## config.mk

```make
export PLATFORM = sky130hd
export DESIGN_NAME = sha256_msg_padder
export DESIGN_NICKNAME = d
export VERILOG_FILES = /design/src/rtl/sha256_pkg.sv /design/src/rtl/sha256_msg_padder.sv
export SDC_FILE = /design/constraint.sdc
export NUM_CORES = 1
export LEC_CHECK = 0
export BUFFER_PORTS_ARGS = -buffer_cell sky130_fd_sc_hd__clkbuf_2
export CAP_MARGIN = 40
export CORE_MARGIN = 10
export CORE_UTILIZATION = 45
export CTS_CLUSTER_DIAMETER = 150
export DETAILED_ROUTE_END_ITERATION = 8
export GPL_TIMING_DRIVEN = 0
export MAX_ROUTING_LAYER = met4
export PLACE_DENSITY = 0.69
export SYNTH_ARGS = -nofsm -noshare
export SYNTH_HDL_FRONTEND = slang
export SYNTH_SLANG_ARGS = --single-unit
```

## constraint.sdc

```tcl
create_clock -name clk -period 4.8 [get_ports clk]
set_input_delay 0.48 -clock clk [delete_from_list [all_inputs] [get_ports clk]]
set_output_delay 0.48 -clock clk [all_outputs]
set_load 0.01 [all_outputs]
```

## src/rtl/sha256_pkg.sv

```systemverilog
// Shared constants, state type and last-word byte padding helper for the SHA-256 message padder.
// The helper is only referenced when SHA_PAD_BYTE_EN is defined.
package sha256_pkg;

  localparam int          SHA256_BLK_WORDS  = 16;
  localparam logic [31:0] SHA256_PAD_WORD   = 32'h8000_0000;
  localparam int          SHA256_LEN_HI_IDX = 14;
  localparam int          SHA256_LEN_LO_IDX = 15;

  typedef enum logic [1:0] {
    FILL      = 2'd0,
    BLK_OUT   = 2'd1,
    EXTRA_OUT = 2'd2
  } pad_state_t;

  // Keep the first nbytes big-endian bytes, place the 0x80 marker right after them, zero the rest.
  function automatic logic [31:0] pad_last_word(input logic [31:0] data, input logic [1:0] nbytes);
    case (nbytes)
      2'd1:    return {data[31:24], 8'h80, 16'h0000};
      2'd2:    return {data[31:16], 8'h80, 8'h00};
      2'd3:    return {data[31:8], 8'h80};
      default: return data;
    endcase
  endfunction

endpackage

```

## src/rtl/sha256_msg_padder.sv

```systemverilog
// Collects 32-bit message words into 512-bit SHA-256 blocks, appending pad, zero fill and bit length.
// Optional SHA_PAD_BYTE_EN adds in_last_nbytes for messages ending in a partial word.
module sha256_msg_padder
  import sha256_pkg::*;
#(
  parameter int WCNT_W = 16
) (
  input  logic         clk,
  input  logic         reset,
  input  logic         in_valid,
  output logic         in_ready,
  input  logic [31:0]  in_data,
  input  logic         in_last,
`ifdef SHA_PAD_BYTE_EN
  input  logic [1:0]   in_last_nbytes,
`endif
  output logic         blk_valid,
  input  logic         blk_ready,
  output logic [511:0] blk_data,
  output logic         blk_first,
  output logic         blk_last
);

  localparam int LEN_W = WCNT_W + 5;

  pad_state_t        state_q, state_d;
  logic [31:0]       buf_q [SHA256_BLK_WORDS];
  logic [31:0]       buf_d [SHA256_BLK_WORDS];
  logic [3:0]        widx_q, widx_d;
  logic [WCNT_W-1:0] wcnt_q, wcnt_d;
  logic [2:0]        nb_q, nb_d;
  logic              first_pending_q, first_pending_d;
  logic              extra_pending_q, extra_pending_d;
  logic              extra_pad_q, extra_pad_d;
  logic              blk_first_q, blk_first_d;
  logic              blk_last_q, blk_last_d;

  logic [WCNT_W-1:0] wcnt_inc_s;
  logic [2:0]        last_nb_s;
  logic [31:0]       last_word_s;
  logic [4:0]        p_s;
  logic              pad_inline_s;
  logic [63:0]       len_s;
  logic [63:0]       len_x_s;

  // Bit length of a message of wcnt words whose last word carries nb (1..4) valid bytes.
  function automatic logic [63:0] bit_len(input logic [WCNT_W-1:0] wcnt, input logic [2:0] nb);
    logic [LEN_W-1:0] l;
    l = {wcnt - WCNT_W'(1), 5'd0} + LEN_W'({nb, 3'd0});
    return {{(64 - LEN_W){1'b0}}, l};
  endfunction

  // Decode the final word: where the pad marker lands and how many bytes are valid.
  always_comb begin
    wcnt_inc_s = wcnt_q + WCNT_W'(1);
`ifdef SHA_PAD_BYTE_EN
    if (in_last_nbytes != 2'd0) begin
      last_nb_s    = {1'b0, in_last_nbytes};
      last_word_s  = pad_last_word(in_data, in_last_nbytes);
      p_s          = {1'b0, widx_q};
      pad_inline_s = 1'b1;
    end else begin
      last_nb_s    = 3'd4;
      last_word_s  = in_data;
      p_s          = {1'b0, widx_q} + 5'd1;
      pad_inline_s = 1'b0;
    end
`else
    last_nb_s    = 3'd4;
    last_word_s  = in_data;
    p_s          = {1'b0, widx_q} + 5'd1;
    pad_inline_s = 1'b0;
`endif
    len_s   = bit_len(wcnt_inc_s, last_nb_s);
    len_x_s = bit_len(wcnt_q, nb_q);
  end

  // Next-state logic: word collection, block formation and handshake-driven release.
  always_comb begin
    state_d         = state_q;
    buf_d           = buf_q;
    widx_d          = widx_q;
    wcnt_d          = wcnt_q;
    nb_d            = nb_q;
    first_pending_d = first_pending_q;
    extra_pending_d = extra_pending_q;
    extra_pad_d     = extra_pad_q;
    blk_first_d     = blk_first_q;
    blk_last_d      = blk_last_q;

    case (state_q)
      FILL: begin
        if (in_valid) begin
          buf_d[widx_q] = in_last ? last_word_s : in_data;
          wcnt_d        = wcnt_inc_s;
          widx_d        = widx_q + 4'd1;
          if (in_last) begin
            nb_d        = last_nb_s;
            blk_first_d = first_pending_q;
            state_d     = BLK_OUT;
            if (!pad_inline_s && (p_s < 5'd16)) begin
              buf_d[p_s[3:0]] = SHA256_PAD_WORD;
            end else begin
              buf_d[widx_q] = last_word_s;
            end
            // The length only fits when words 14/15 are still free.
            if (p_s <= 5'd13) begin
              buf_d[SHA256_LEN_HI_IDX] = len_s[63:32];
              buf_d[SHA256_LEN_LO_IDX] = len_s[31:0];
              blk_last_d      = 1'b1;
              extra_pending_d = 1'b0;
              extra_pad_d     = 1'b0;
            end else begin
              blk_last_d      = 1'b0;
              extra_pending_d = 1'b1;
              extra_pad_d     = (p_s == 5'd16);
            end
          end else if (widx_q == 4'd15) begin
            state_d         = BLK_OUT;
            blk_first_d     = first_pending_q;
            blk_last_d      = 1'b0;
            extra_pending_d = 1'b0;
            extra_pad_d     = 1'b0;
          end else begin
            state_d = FILL;
          end
        end else begin
          state_d = FILL;
        end
      end

      BLK_OUT: begin
        if (blk_ready) begin
          for (int i = 0; i < SHA256_BLK_WORDS; i++) begin
            buf_d[i] = 32'h0000_0000;
          end
          widx_d = 4'd0;
          if (extra_pending_q) begin
            state_d                  = EXTRA_OUT;
            buf_d[0]                 = extra_pad_q ? SHA256_PAD_WORD : 32'h0000_0000;
            buf_d[SHA256_LEN_HI_IDX] = len_x_s[63:32];
            buf_d[SHA256_LEN_LO_IDX] = len_x_s[31:0];
            blk_first_d              = 1'b0;
            blk_last_d               = 1'b1;
            extra_pending_d          = 1'b0;
          end else if (blk_last_q) begin
            state_d         = FILL;
            wcnt_d          = {WCNT_W{1'b0}};
            first_pending_d = 1'b1;
            blk_first_d     = 1'b0;
            blk_last_d      = 1'b0;
          end else begin
            state_d         = FILL;
            first_pending_d = 1'b0;
            blk_first_d     = 1'b0;
            blk_last_d      = 1'b0;
          end
        end else begin
          state_d = BLK_OUT;
        end
      end

      EXTRA_OUT: begin
        if (blk_ready) begin
          for (int i = 0; i < SHA256_BLK_WORDS; i++) begin
            buf_d[i] = 32'h0000_0000;
          end
          state_d         = FILL;
          widx_d          = 4'd0;
          wcnt_d          = {WCNT_W{1'b0}};
          first_pending_d = 1'b1;
          extra_pad_d     = 1'b0;
          blk_first_d     = 1'b0;
          blk_last_d      = 1'b0;
        end else begin
          state_d = EXTRA_OUT;
        end
      end

      default: begin
        state_d = FILL;
      end
    endcase
  end

  // State, buffer and control registers with synchronous reset.
  always_ff @(posedge clk) begin
    if (reset) begin
      state_q         <= FILL;
      for (int i = 0; i < SHA256_BLK_WORDS; i++) begin
        buf_q[i] <= 32'h0000_0000;
      end
      widx_q          <= 4'd0;
      wcnt_q          <= {WCNT_W{1'b0}};
      nb_q            <= 3'd4;
      first_pending_q <= 1'b1;
      extra_pending_q <= 1'b0;
      extra_pad_q     <= 1'b0;
      blk_first_q     <= 1'b0;
      blk_last_q      <= 1'b0;
    end else begin
      state_q         <= state_d;
      buf_q           <= buf_d;
      widx_q          <= widx_d;
      wcnt_q          <= wcnt_d;
      nb_q            <= nb_d;
      first_pending_q <= first_pending_d;
      extra_pending_q <= extra_pending_d;
      extra_pad_q     <= extra_pad_d;
      blk_first_q     <= blk_first_d;
      blk_last_q      <= blk_last_d;
    end
  end

  // Flatten the buffer onto the block bus, word n at [32n+31:32n].
  always_comb begin
    blk_data = {512{1'b0}};
    for (int i = 0; i < SHA256_BLK_WORDS; i++) begin
      blk_data[32*i +: 32] = buf_q[i];
    end
  end

  assign in_ready  = (state_q == FILL);
  assign blk_valid = (state_q != FILL);
  assign blk_first = blk_first_q;
  assign blk_last  = blk_last_q;

endmodule

```

Word level (Yosys, flattened, before mapping). Cells that the tools add are included.

Output and inout bits: 516. Memories: 0. Word-level logic and storage cells: 128. Input bits: 37. Register bits after elaboration: 539. Memory bits (read-only): 0. Memory bits (writable): 0. Bits in latches: 0.

Add/subtract/negate cells: 7. Reductions and logical operators: 18. Shift operators: 0. Eq/ne operators: 11. $lt $le $gt $ge: 6. Divide/modulo/power cells: 0. Multiplexer cells: 57. Bitwise logic cells: 5. Multiply operators: 0.

Operators with widths (number): 512-bit 2-to-1 mux (5); 512-bit case mux with 3 select lines (1); 512-bit bitwise mux (2); 496-bit AND (1); 496-bit NOT (1); 32-bit demux with 4-bit select (2); 32-bit 2-to-1 mux (4); 16-bit 2-to-1 mux (5); 64-bit 2-to-1 mux (1); 16-bit case mux with 3 select lines (1); 21-bit by 6-bit adder with 21-bit output, second input constant (2); 16-bit by 1-bit subtractor with 16-bit output, second input constant (2); 1-bit 2-to-1 mux (22); 21-bit 2-to-1 mux (1); 4-bit AND reduction (5); 16-bit by 1-bit adder with 16-bit output, second input constant (1); 16-bit OR (1); 5-bit greater-or-equal comparator, second input constant (2); 5-bit by 1-bit less-than comparator with 1-bit output, second input constant (2); 2-bit != test, second input constant (5); 4-bit NOT with 5-bit output (2); 2-bit nonzero test (5); 2-bit 2-to-1 mux (4); 4-bit 2-to-1 mux (2); 21 further kinds (25).

Depth between registers and ports, before layout. Gate-level depths: netlist (run 1).

Word-level depth: 13. Gate-level depth with buffers: 15. Mapped depth without buffers: 11.

Worst setup path before layout (run 1). Ideal clock, no wire load.

Kind: reg-to-reg. Start: register wcnt_q[0]. End: register buf_q (netlist bit blk_data[499]). Stages on the path, launching flop included: 14. Slack: 1418 ps. Setup time: 132 ps. Data required time: 4668 ps. Path buffers: 2. Clock period less this slack: 3382 ps. Arrival: 3251 ps. Path through: dfxtp_1 > buf_2 > buf_2 > inv_1 > ha_1 > and4b_1 > a22o_2 > nor3_1 > o211ai_1 > a2111o_1 > o311a_1 > or3_1 > a31oi_1 > nor3_1.

Word-level cells in the longest chain between the ends: 7. Elaborated cells on any way between the ends: 11. Those cells by class: add/sub: 5; mux: 6.

Ends and longest elaborated chain: start, declared (line sha256_msg_padder.sv:30) `logic [WCNT_W-1:0] wcnt_q, wcnt_d;`; start signal, assigned (line sha256_msg_padder.sv:194) `wcnt_q <= {WCNT_W{1'b0}};`; start signal, assigned (line sha256_msg_padder.sv:205) `wcnt_q <= wcnt_d;`; 16-bit by 1-bit adder with 16-bit output (line sha256_msg_padder.sv:55) `wcnt_inc_s = wcnt_q + WCNT_W'(1);`; 16-bit by 1-bit subtractor with 16-bit output (line sha256_msg_padder.sv:49) `l = {wcnt - WCNT_W'(1), 5'd0} + LEN_W'({nb, 3'd0});`; 21-bit by 6-bit adder with 21-bit output (line sha256_msg_padder.sv:49); 64-bit 2-to-1 mux (line sha256_msg_padder.sv:107) `if (p_s <= 5'd13) begin`; 512-bit 2-to-1 mux (line sha256_msg_padder.sv:97) `if (in_last) begin`; 512-bit 2-to-1 mux (line sha256_msg_padder.sv:93) `if (in_valid) begin`; 512-bit case mux with 3 select lines (*) (line sha256_msg_padder.sv:91) `case (state_q)`; end signal, assigned (line sha256_msg_padder.sv:203) `buf_q <= buf_d;`; end, declared (line sha256_msg_padder.sv:27) `logic [31:0] buf_q [SHA256_BLK_WORDS];`.

Mark *: on every way between the ends. The rest lies on a longest branch, timed or not. The select of a mux whose other input is x is not followed. A chain may end at the register's enable or synchronous reset.

Worst setup path in the final report (run 1).
Start: register wcnt_q[0]. End: register buf_q (netlist bit blk_data[500]).

The elaborated chain is that of the path after synthesis.

==> summary.md, run 1 <==
| Metric | Value |
|---|---|
| Die width | `241.1 um` |
| Slowest CP cell | `nor4b_1` |
| Worst R2R Setup Slack | `720 ps` |
| Most used cell, CP | `buf_2` |
| Post-synthesis sequential area ratio | `0.4906` |
| Dpl cell area | `25520 um2` |
| Critical Path AT | `4550 ps` |
| Post-Syn Instances | `2894` |
| Vert. Die Dim | `241.1 um` |
| Syn nets | `2945` |
| Worst-margin pin slew | `955.9 ps` |
| CTS buffer count | `56` |
| First-pass GRT wire length | `133.7 mm` |
| Leading cell type in the layout, fill and taps excluded | `nand2_1` |
| Worst skew pair latency | `620 ps` |
| Layout Cells excl Fill | `4149` |
| Via Count | `22870` |
| Detailed placement HPWL | `70.08 mm` |
| # setup viols final | `0` |
| Unrepaired setup endpoints after global routing | `no` |
| Worst vdd ir | `0.0002633 V` |
| Most frequent cells in the layout | `nand2_1 (939), dfxtp_1 (539), clkbuf_2 (520)` |
| Nets | `3536` |
| GRT Total Usage | `0.3111` |
| MaxCap Viol Count | `0` |
| Total core area | `48050 um2` |
| Post-synth EDFFs | `0` |
| Cell row count | `80` |
| DR vias/cell | `5.512` |
| TritonCTS clock tree | `yes` |
| CP Class | `flip-flop to flip-flop` |
| Clk sink count | `539` |
| Leakage | `10.51 nW` |
| Hold Crit Depth | `3` |
| Initial antenna violation count | `4` |
| Placed cell count | `4042` |
| FF-to-FF Start | `wcnt_q[0]$_SDFFE_PP0P_` |
| Hold buffers post-CTS | `0` |
| Reg2reg path depth | `13` |
| Setup Skew | `24.07 ps` |
| Port bufs | `520` |
| Final Max Slew Viols | `0` |
| Hold_sp | `in_data[8]` |
| CP peak stage delay | `530 ps` |
| Setup TNS | `0 ps` |
| Yosys reg bits | `539` |
| Starting density of the core | `0.4578` |
| Longest Clk Path Bufs | `3` |
| Die area | `58120 um2` |
| Slew Limit Headroom | `0.3628` |
| Max H-tree Level | `2` |
| CP Launch Type | `flip-flop` |
| Hold crit path type | `input port to flip-flop` |
| First DRT Iteration DRCs | `2449` |
| Status | `finished clean` |
| Main synth FF type | `dfxtp_1` |
| DRT Pass-1 Iters | `6` |
| Final period utilization | `0.8499` |
| Cell variety after synth | `83` |
| Congestion Overflow GR | `0` |
| Warnings, synthesis | `0` |
| Syn_area_per_cell | `7.600 um2` |
| Number of setup buffers added after CTS | `0` |
| Final Critical Period | `4079 ps` |
| Total wire length | `93.26 mm` |
| Pwr Total | `0.009915 W` |
| Routability cong. | `0.9705` |
| Vias in the first global route | `20223` |
| Post-Syn Area | `21990 um2` |
| FMAX | `0.2451 GHz` |
| CP Data Required Time | `5270 ps` |
| DR DRC count | `0` |
| Ys async rst share | `0` |
| Root Buffer | `clkbuf_16` |
| Largest net degree at the start of global routing | `15` |
| Antenna-violating nets left | `0` |
| Ports | `553` |
| Post-CTS resize count | `0` |
| Clock transition at the registers of the reported paths | `70 ps` |
| Critical Path Sink Type | `flip-flop` |
| Share of layout cells above drive strength 1 | `0.1878` |
| Post-route cell area | `27420 um2` |
| Final hold violation count | `0` |
| CP cell instances | `buf_2 > buf_2 > inv_1 > ha_1 > and4b_1 > a22oi_1 > a221oi_1 > o22ai_1 > o2111ai_1 > nor4b_1 > a21boi_1 > xnor2_1 > o32ai_1` |
| Hold worst-path end | `blk_data[104]$_SDFFE_PP0P_` |
| Critical Path Start | `wcnt_q[0]$_SDFFE_PP0P_` |
| Avg WL per Cell | `22.48 um` |
| Synthesis-to-finish area growth | `24.64%` |
| Max FO, Critical Path | `10` |
| R2R Path End | `blk_data[500]$_SDFFE_PP0P_` |
| Power Dens Cells | `361.7 nW/um2` |
==> cell type report <==
| type | count | area, um2 |
|---|---|---|
| Antenna cell | 3 | 7.507 |
| Buffer | 280 | 1100 |
| Clock buffer | 89 | 1697 |
| Clock inverter | 15 | 187.7 |
| Fill cell | 4659 | 20630 |
| Inverter | 15 | 56.30 |
| Multi-Input combinational cell | 2060 | 10050 |
| Sequential cell | 539 | 10790 |
| Tap cell | 615 | 769.5 |
| Timing Repair Buffer | 533 | 2753 |
==> state kept, by name, indices dropped and copies added, names as in the netlist <==
register and count:
extra_pending_q 1, blk_first 1, widx_q 4, blk_last 1, first_pending_q 1, blk_data 512, extra_pad_q 1, wcnt_q 16
state_q 2
==> Yosys cell counts, types with 4 or more instances <==
cell	instances	area [um2]
a221o_1	4	40.04
o21bai_1	6	45.04
a221oi_1	5	43.79
buf_1	14	52.55
o22ai_1	17	106.4
a21oi_1	484	2422
clkbuf_1	247	927.1
o31ai_1	4	30.03
xor2_1	18	157.7
a22oi_1	67	503.0
nor3_1	32	160.2
o21a_1	5	37.54
inv_1	15	56.30
buf_4	5	37.54
nor4_1	7	43.79
nor2b_1	12	75.07
dfxtp_1	539	10790
and2_1	10	62.56
o21ai_0	50	250.2
buf_2	12	60.06
a31oi_1	15	93.84
mux2i_1	7	70.07
ha_1	14	175.2
nand2b_1	15	93.84
nand2_1	939	3525
xnor2_1	40	350.3
nor2_1	149	559.3
a211oi_1	11	82.58
or3_1	7	43.79
nand3_1	31	155.2
and3_1	21	131.4
nand4_1	12	75.07
nor3b_1	6	45.04
o211ai_1	5	37.54
==> through the flow <==
stage | utilization | worst slack (ps) | hold slack (ps)
6_report | 0.5706 | 720.5 | 264.7
5_1_grt | 0.5706 | 377.5 | 280.5
3_5_place_dp | 0.5312 | 863.3 | 445.4
4_1_cts | 0.5704 | 824.1 | 235.7
2_1_floorplan | - | 1418 | 460.2
3_3_place_gp | 0.5280 | 542.4 | 441.3
==> cell families after synthesis <==
| kind of cell | share of synthesized area |
|---|---|
| AOI/OAI and AO/OA | 0.1825 |
| xor gates and xnor gates | 0.02412 |
| adders and majority gates | 0.007964 |
| buffers and inverters | 0.05256 |
| DFF | 0.4906 |
| muxes | 0.003698 |
| and+or+nand+nor | 0.2385 |
==> how the worst max path moves through the flow <==
stage	to	slack [ps]	cells after the start
after floorplan	blk_data[499]$_SDFFE_PP0P_	1420	13
after global placement	blk_data[453]$_SDFFE_PP0P_	540	11
after detailed placement	blk_data[500]$_SDFFE_PP0P_	860	13
after CTS	blk_data[500]$_SDFFE_PP0P_	820	13
after global routing	blk_data[500]$_SDFFE_PP0P_	380	13
final	blk_data[500]$_SDFFE_PP0P_	720	13
==> critical path: cells and delay by family (launching register included) <==
kind	cells	cell delay (ps)
buffers and inverters	3	670
AND/OR/NAND/NOR	2	780
adder cells (fa/ha/maj)	1	480
XOR/XNOR	1	170
AO/OA/AOI/OAI	6	1450
flip-flops	1	370
==> per-layer routing <==
metal | part of all wire | wire, um | global-route usage
met2 | 0.47 | 43540 | 0.4869
met4 | 0.042 | 3963 | 0.1313
met1 | 0.40 | 37650 | 0.3857
met3 | 0.087 | 8104 | 0.06296
met5 | 0 | 0 | -
==> where the power goes <==
group	internal, W	leakage [nW]	total [W]	switching [W]
combinational	0.000240	5.24	0.000887	0.000647
clock	0.00259	0.921	0.00446	0.00187
sequential	0.00453	4.35	0.00457	0.0000419
No activity file was read; power rests on OpenSTA's default activity.
==> run 2, diff against run 1 <==
- PLACE_DENSITY: 0.69 -> 0.72
- clock period: 4.8 -> 3.5 ns (I/O delays scaled with it)
==> summary.md, run 2 (synthesis gave the netlist of run 1 again) <==
| Metric | Value |
|---|---|
| Largest register FFs | `512 (unchanged)` |
| # setup viols final | `0 (unchanged)` |
| Vert. Die Dim | `241.1 um (unchanged)` |
| CP Class | `flip-flop to flip-flop` |
| Starting density of the core | `0.4578 (unchanged)` |
| Slew Limit Headroom | `0.3543 (-0.008483)` |
| FF-to-FF Start | `wcnt_q[0]$_SDFFE_PP0P_` |
| Largest net degree at the start of global routing | `15 (unchanged)` |
| DR vias/cell | `5.562 (+0.90%)` |
| Clk sink count | `539 (unchanged)` |
| Hold_sp | `in_data[19]` |
| Leakage | `10.61 nW (+1.0%)` |
| Worst skew pair latency | `630 ps (about the same)` |
| Worst vdd ir | `0.0003953 V (+50%)` |
| Ports | `553 (unchanged)` |
| CP peak stage delay | `460 ps (-70 ps)` |
| FMAX | `0.2946 GHz (+20%)` |
| Dpl cell area | `25550 um2 (+0.12%)` |
| Congestion Overflow GR | `0 (unchanged)` |
| Avg WL per Cell | `22.47 um (about the same)` |
| Via Count | `23104 (+1.0%)` |
| Fillers | `4626 (-0.71%)` |
| Initial antenna violation count | `4 (unchanged)` |
| Critical Path Sink Type | `flip-flop` |
| Post-layout util | `0.5750 (+0.004427)` |
| Nets | `3542 (+0.17%)` |
| MaxCap Viol Count | `0 (unchanged)` |
| Final Max Slew Viols | `0 (unchanged)` |
| Pwr Total | `0.01378 W (+39%)` |
| Critical Path AT | `3880 ps (-670 ps)` |
| CP Data Required Time | `3980 ps (-1290 ps)` |
| Leading cell type in the layout, fill and taps excluded | `nand2_1` |
| Post-route cell area | `27630 um2 (+0.78%)` |
| Status | `finished clean` |
| Die area | `58120 um2 (unchanged)` |
| First-pass GRT wire length | `133.5 mm (-0.14%)` |
| Slowest CP cell | `a2111o_1` |
| First DRT Iteration DRCs | `2201 (-10%)` |
| Cell row count | `80 (unchanged)` |
| Worst-margin pin slew | `968.6 ps (+12.73 ps)` |
| Root Buffer | `clkbuf_16` |
| Detailed placement HPWL | `69.77 mm (-0.45%)` |
| Port bufs | `520 (unchanged)` |
| Final period utilization | `0.9699 (+0.1200)` |
| Hold crit path type | `input port to flip-flop` |
| CP bufs+invs | `3 (unchanged)` |
| CP Launch Type | `flip-flop` |
| CP cell instances | `buf_6 > buf_12 > clkinvlp_4 > ha_4 > and4b_1 > a22o_2 > nor3_2 > o211ai_1 > a2111o_1 > o311a_1 > or3_1 > a31oi_1 > nor3_1` |
| Setup Skew | `21.29 ps (-2.786 ps)` |
| Max FO, Critical Path | `10 (unchanged)` |
| Die width | `241.1 um (unchanged)` |
| Setup TNS | `0 ps (unchanged)` |
| Clock transition at the registers of the reported paths | `60 ps (about the same)` |
| R2R Path End | `blk_data[499]$_SDFFE_PP0P_` |
| Max H-tree Level | `2 (unchanged)` |
| Crit path max-delay family | `compound AO/OA/AOI/OAI gates` |
| Longest Clk Path Bufs | `3 (unchanged)` |
| TritonCTS clock tree | `yes` |
| DR DRC count | `0 (unchanged)` |
| Routability cong. | `0.9966 (+2.7%)` |
| Final hold violation count | `0 (unchanged)` |
| GRT Total Usage | `0.3102 (-0.0008455)` |
| Worst R2R Setup Slack | `110 ps (-620 ps)` |
| Hold worst-path end | `blk_data[147]$_SDFFE_PP0P_` |
| Antenna-violating nets left | `0 (unchanged)` |
| Multi-input gate area | `10120 um2 (+0.61%)` |
| Total core area | `48050 um2 (unchanged)` |
| Most frequent cells in the layout | `nand2_1 (939), dfxtp_1 (535), clkbuf_2 (530)` |
| Share of layout cells above drive strength 1 | `0.1981 (+0.01031)` |
| Vias in the first global route | `20705 (+2.4%)` |
| CTS buffer count | `54 (-3.6%)` |
| Power Dens Cells | `498.7 nW/um2 (+38%)` |
| Total wire length | `93.32 mm (about the same)` |
| Register area | `10800 um2 (about the same)` |
| Reg2reg path depth | `13 (unchanged)` |
| Final Critical Period | `3395 ps (-684.8 ps)` |
| Synthesis-to-finish area growth | `25.61%` |
| DRT Pass-1 Iters | `7 (+1)` |
| Hold Crit Depth | `3 (unchanged)` |
run 2: changes by cell type in the layout (fill, tap and decap cells not counted), sizes merged, moves of 2 or more:
cell,change
diode,+2
bufinv,+3
buf,+9
clkbuf,-5
clkinv,-3
run 2: how the worst max path moves through the flow:
stage	to	cells past startpoint	start	slack, ps
global route	blk_data[499]$_SDFFE_PP0P_	13	wcnt_q[0]$_SDFFE_PP0P_	-8
floorplan	blk_data[499]$_SDFFE_PP0P_	13	wcnt_q[0]$_SDFFE_PP0P_	120
CTS	blk_data[499]$_SDFFE_PP0P_	13	wcnt_q[0]$_SDFFE_PP0P_	3
finish	blk_data[499]$_SDFFE_PP0P_	13	wcnt_q[0]$_SDFFE_PP0P_	110
detailed placement	blk_data[500]$_SDFFE_PP0P_	13	wcnt_q[0]$_SDFFE_PP0P_	-400
global placement	blk_data[475]$_SDFFE_PP0P_	11	widx_q[1]$_SDFFE_PP0P_	-740
run 2: final cells by class:
class	instances	share of cell area
multi-input cells	2060	0.3662
inverters	15	0.002174
well taps	615	0.02785
diodes	5	0.0004529
flip-flops and latches	539	0.3907
clock buffers	84	0.06028
plain buffers	279	0.04099
clock inverters	15	0.009284
repair buffers	542	0.1021
run 2: routing by layer:
metal	routed length, um	global-route usage
met4	4119	0.1402
met1	35920	0.3729
met2	43610	0.4893
met5	0	-
met3	9675	0.07140
run 2: timing repair:
action,in CTS,in global routing
pin swaps,2,7
hold buffers,0,0
resized for setup,13,32
setup buffers,2,3
endpoints found under the setup margin,80,359
run 2: through the flow:
step                instances  hold slack (ps)  setup WS [ps]
finish                   4154            127.7          105.4
global placement         4029            441.2         -739.6
floorplan                2894            460.2          117.6
global route             4153            143.9         -7.726
detailed placement       4046            445.4         -398.8
CTS                      4147            91.35          3.312
run 2: where the power goes:
group          switching, W  leakage (nW)  internal (W)
sequential        0.0000577          4.35       0.00621
clock               0.00254         0.940       0.00371
combinational      0.000900          5.32      0.000355
total               0.00350          10.6        0.0103
run 2: worst min-delay path: stages:
cell and delay, ps:
clkbuf_2 190, nand2_1 100, a21oi_1 50
==> run 3, diff against run 2 <==
- ABC_AREA: unset -> 1
==> summary.md, run 3 <==
| Metric | Value |
|---|---|
| DR vias/cell | `5.430 (-2.4%)` |
| Post-Syn Area | `22790 um2 (+3.6%)` |
| Longest Clk Path Bufs | `3 (unchanged)` |
| Post-synth EDFFs | `0 (unchanged)` |
| Syn_area_per_cell | `7.547 um2 (-0.69%)` |
| Initial antenna violation count | `2 (-2)` |
| Leakage | `11.84 nW (+12%)` |
| Die width | `245.0 um (+1.6%)` |
| CP Launch Type | `flip-flop` |
| Setup Skew | `35.99 ps (+14.71 ps)` |
| First DRT Iteration DRCs | `2282 (+3.7%)` |
| FMAX | `0.3133 GHz (+6.3%)` |
| Max H-tree Level | `2 (unchanged)` |
| Hold crit path type | `input port to flip-flop` |
| Worst-margin pin slew | `941.5 ps (-27.08 ps)` |
| Pwr Total | `0.01401 W (+1.7%)` |
| Antenna-violating nets left | `0 (unchanged)` |
| Ys async rst share | `0 (unchanged)` |
| Final period utilization | `0.9121 (-0.05781)` |
| Simple-gate share of the synthesized area | `0.2126 (-0.02596)` |
| Avg WL per Cell | `23.13 um (+3.0%)` |
| DR DRC count | `0 (unchanged)` |
| Clk sink count | `539 (unchanged)` |
| Synthesis-to-finish area growth | `25.52% (about the same)` |
| Max FO, Critical Path | `10 (unchanged)` |
| Yosys reg bits | `539 (unchanged)` |
| Share of Yosys cell area claimed by the top area cell type | `0.4736 (-0.01703)` |
| Clock transition at the registers of the reported paths | `60 ps (about the same)` |
| Area fraction in compound gates after synthesis | `0.1840 (+0.001462)` |
| Ports | `553 (unchanged)` |
| Worst vdd ir | `0.0002972 V (-25%)` |
| GRT Total Usage | `0.3246 (+0.01438)` |
| # setup viols final | `0 (unchanged)` |
| Post-Syn Instances | `3019 (+4.3%)` |
| CTS buffer count | `55 (+1.9%)` |
| Unrepaired setup endpoints after global routing | `no` |
| Main synth FF type | `dfxtp_1` |
| CP Class | `flip-flop to flip-flop` |
| TritonCTS clock tree | `yes` |
| Cell row count | `82 (+2.5%)` |
| Routability cong. | `1.041 (+4.4%)` |
| Final hold violation count | `0 (unchanged)` |
| Critical Path AT | `3730 ps (-150 ps)` |
| Power Dens Cells | `489.7 nW/um2 (-1.8%)` |
| Via Count | `23660 (+2.4%)` |
| Post-synthesis sequential area ratio | `0.4736 (-0.01703)` |
| XOR/XNOR Fraction of Synth Area | `0.006480 (-0.01764)` |
| Total core area | `50070 um2 (+4.2%)` |
| Main combinational cell family by area after synthesis | `simple AND/OR/NAND/NOR gates` |
| Detailed placement HPWL | `78.42 mm (+12%)` |
| Final Critical Period | `3192 ps (-202.4 ps)` |
| Cell variety after synth | `45 (-46%)` |
| Count leader, synth | `nor2_1` |
| Most frequent cells in the layout | `nor2_1 (625), dfxtp_1 (539), clkbuf_2 (531)` |
| Status | `finished clean` |
| Area contributors post-synth | `dfxtp_1 (47%), a211oi_1 (12%), nor2_1 (10%), inv_1 (7.3%), nand2_1 (4.5%)` |
| Setup TNS | `0 ps (unchanged)` |
| Top cells by count, synth | `nor2_1 (626), dfxtp_1 (539), inv_1 (444), a211oi_1 (376), nand2_1 (272)` |
| Largest register FFs | `512 (unchanged)` |
| Vert. Die Dim | `245.0 um (+1.6%)` |
| Number of setup buffers added after CTS | `0 (-2)` |
| Yosys top cell by area | `dfxtp_1` |
| Die area | `60030 um2 (+3.3%)` |
| Fillers | `4785 (+3.4%)` |
| Total wire length | `100.8 mm (+8.0%)` |
| Starting density of the core | `0.4551 (-0.002694)` |
| Syn nets | `3070 (+4.2%)` |
| Final Max Slew Viols | `0 (unchanged)` |
| Share of layout cells above drive strength 1 | `0.2034 (+0.005291)` |
| Slew Limit Headroom | `0.3723 (+0.01805)` |
| Worst skew pair latency | `630 ps (about the same)` |
| Warnings, synthesis | `0 (unchanged)` |
| Root Buffer | `clkbuf_16` |
| CP Data Required Time | `4040 ps (+60 ps)` |
| Vias in the first global route | `21705 (+4.8%)` |
| Post-synthesis mux area share | `0.0004393 (-0.003258)` |
| Port bufs | `531 (+2.1%)` |
| Congestion Overflow GR | `0 (unchanged)` |
| First-pass GRT wire length | `144.3 mm (+8.1%)` |
| Largest net degree at the start of global routing | `16 (+1)` |
| MaxCap Viol Count | `0 (unchanged)` |
| DRT Pass-1 Iters | `8 (+1)` |
| Nets | `3689 (+4.2%)` |
| Leading cell type in the layout, fill and taps excluded | `nor2_1` |
| Post-Synth Adder-Cell Area | `0.007688 (-0.0002764)` |
| Critical Path Sink Type | `flip-flop` |
-- run 3: cell count changes in the layout (fill, tap and decap cells not counted), sizes merged, moves of 21 or more --
cell    change
clkbuf     -51
nand3      +54
and3       -21
inv       +442
a21oi     -396
a211oi    +365
nor3       +44
o211ai     +33
nand2     -651
nor2      +495
a22oi      -47
xnor2      -40
-- run 3: final timing paths --
path / startpoint / end / slack [ps] / cells after the start
worst max-delay path: state_q[0]$_SDFF_PP0_ / blk_data[488]$_SDFFE_PP0P_ / 310 / 15
worst min-delay path: in_data[5] / blk_data[165]$_SDFFE_PP0P_ / 30 / 3
worst max register to register: state_q[0]$_SDFF_PP0_ / blk_data[488]$_SDFFE_PP0P_ / 310 / 15
worst min register to register: blk_data[201]$_SDFFE_PP0P_ / blk_data[201]$_SDFFE_PP0P_ / 450 / 2
-- run 3: cell families (layout without fill, tap and decap cells) --
logic type,after synthesis,in the layout
simple gates,1153,1153
buf+inv,687,1351
compound gates,609,609
flops,539,539
xor+xnor,16,16
fa+ha+maj,14,14
mux,1,1
other cells,0,2
-- run 3: final cells by class --
type                    instances  area (um2)  share of cell area
clock inverters                30       415.4             0.01452
flip-flops and latches        539       10790              0.3773
well taps                     672       840.8             0.02940
inverters                     453        1700             0.05945
clock buffers                  72        1520             0.05315
plain buffers                 234       925.9             0.03237
multi-input cells            1793        9371              0.3277
diodes                          2       5.005           0.0001750
repair buffers                562        3030              0.1060
-- run 3: what timing repair did --
action                                  CTS  global route
endpoints found under the hold margin     2             0
endpoints found under the setup margin    0             1
resized for setup                         0             1
hold buffers                              2             0
-- run 3: per-layer routing --
| metal | global-route usage | part of all wire |
|---|---|---|
| met1 | 0.3964 | 0.40 |
| met4 | 0.1437 | 0.048 |
| met5 | - | 0 |
| met3 | 0.06125 | 0.089 |
| met2 | 0.5154 | 0.46 |
-- run 3: per-stage QoR --
stage	area [um2]	hold WS (ps)	worst slack [ps]	utilization	instances
2_1_floorplan	22790	443.0	1080	-	3019
3_3_place_gp	26280	441.2	240.7	0.5250	4222
3_5_place_dp	26640	439.6	272.8	0.5320	4251
4_1_cts	28590	3.999	236.9	0.5711	4355
5_1_grt	28600	35.71	141.0	0.5712	4357
6_report	28600	25.13	307.7	0.5712	4357
-- run 3: power by group --
group | switching (W) | total, W | internal (W)
clock | 0.00267 | 0.00635 | 0.00368
sequential | 0.0000731 | 0.00631 | 0.00624
combinational | 0.000998 | 0.00134 | 0.000346
total | 0.00374 | 0.0140 | 0.0103
-- run 3: critical path: stages, from the launching register on --
cell     delay (ps)
dfxtp_1         370
inv_1            80
ha_1            270
buf_2           230
inv_1           200
nor2_1          450
inv_1           210
nor2_2          480
inv_1           230
nor2_1          150
nand2_1          60
o21ai_0          70
a21oi_1          70
o31ai_1          90
nand2_1         100
inv_1            80
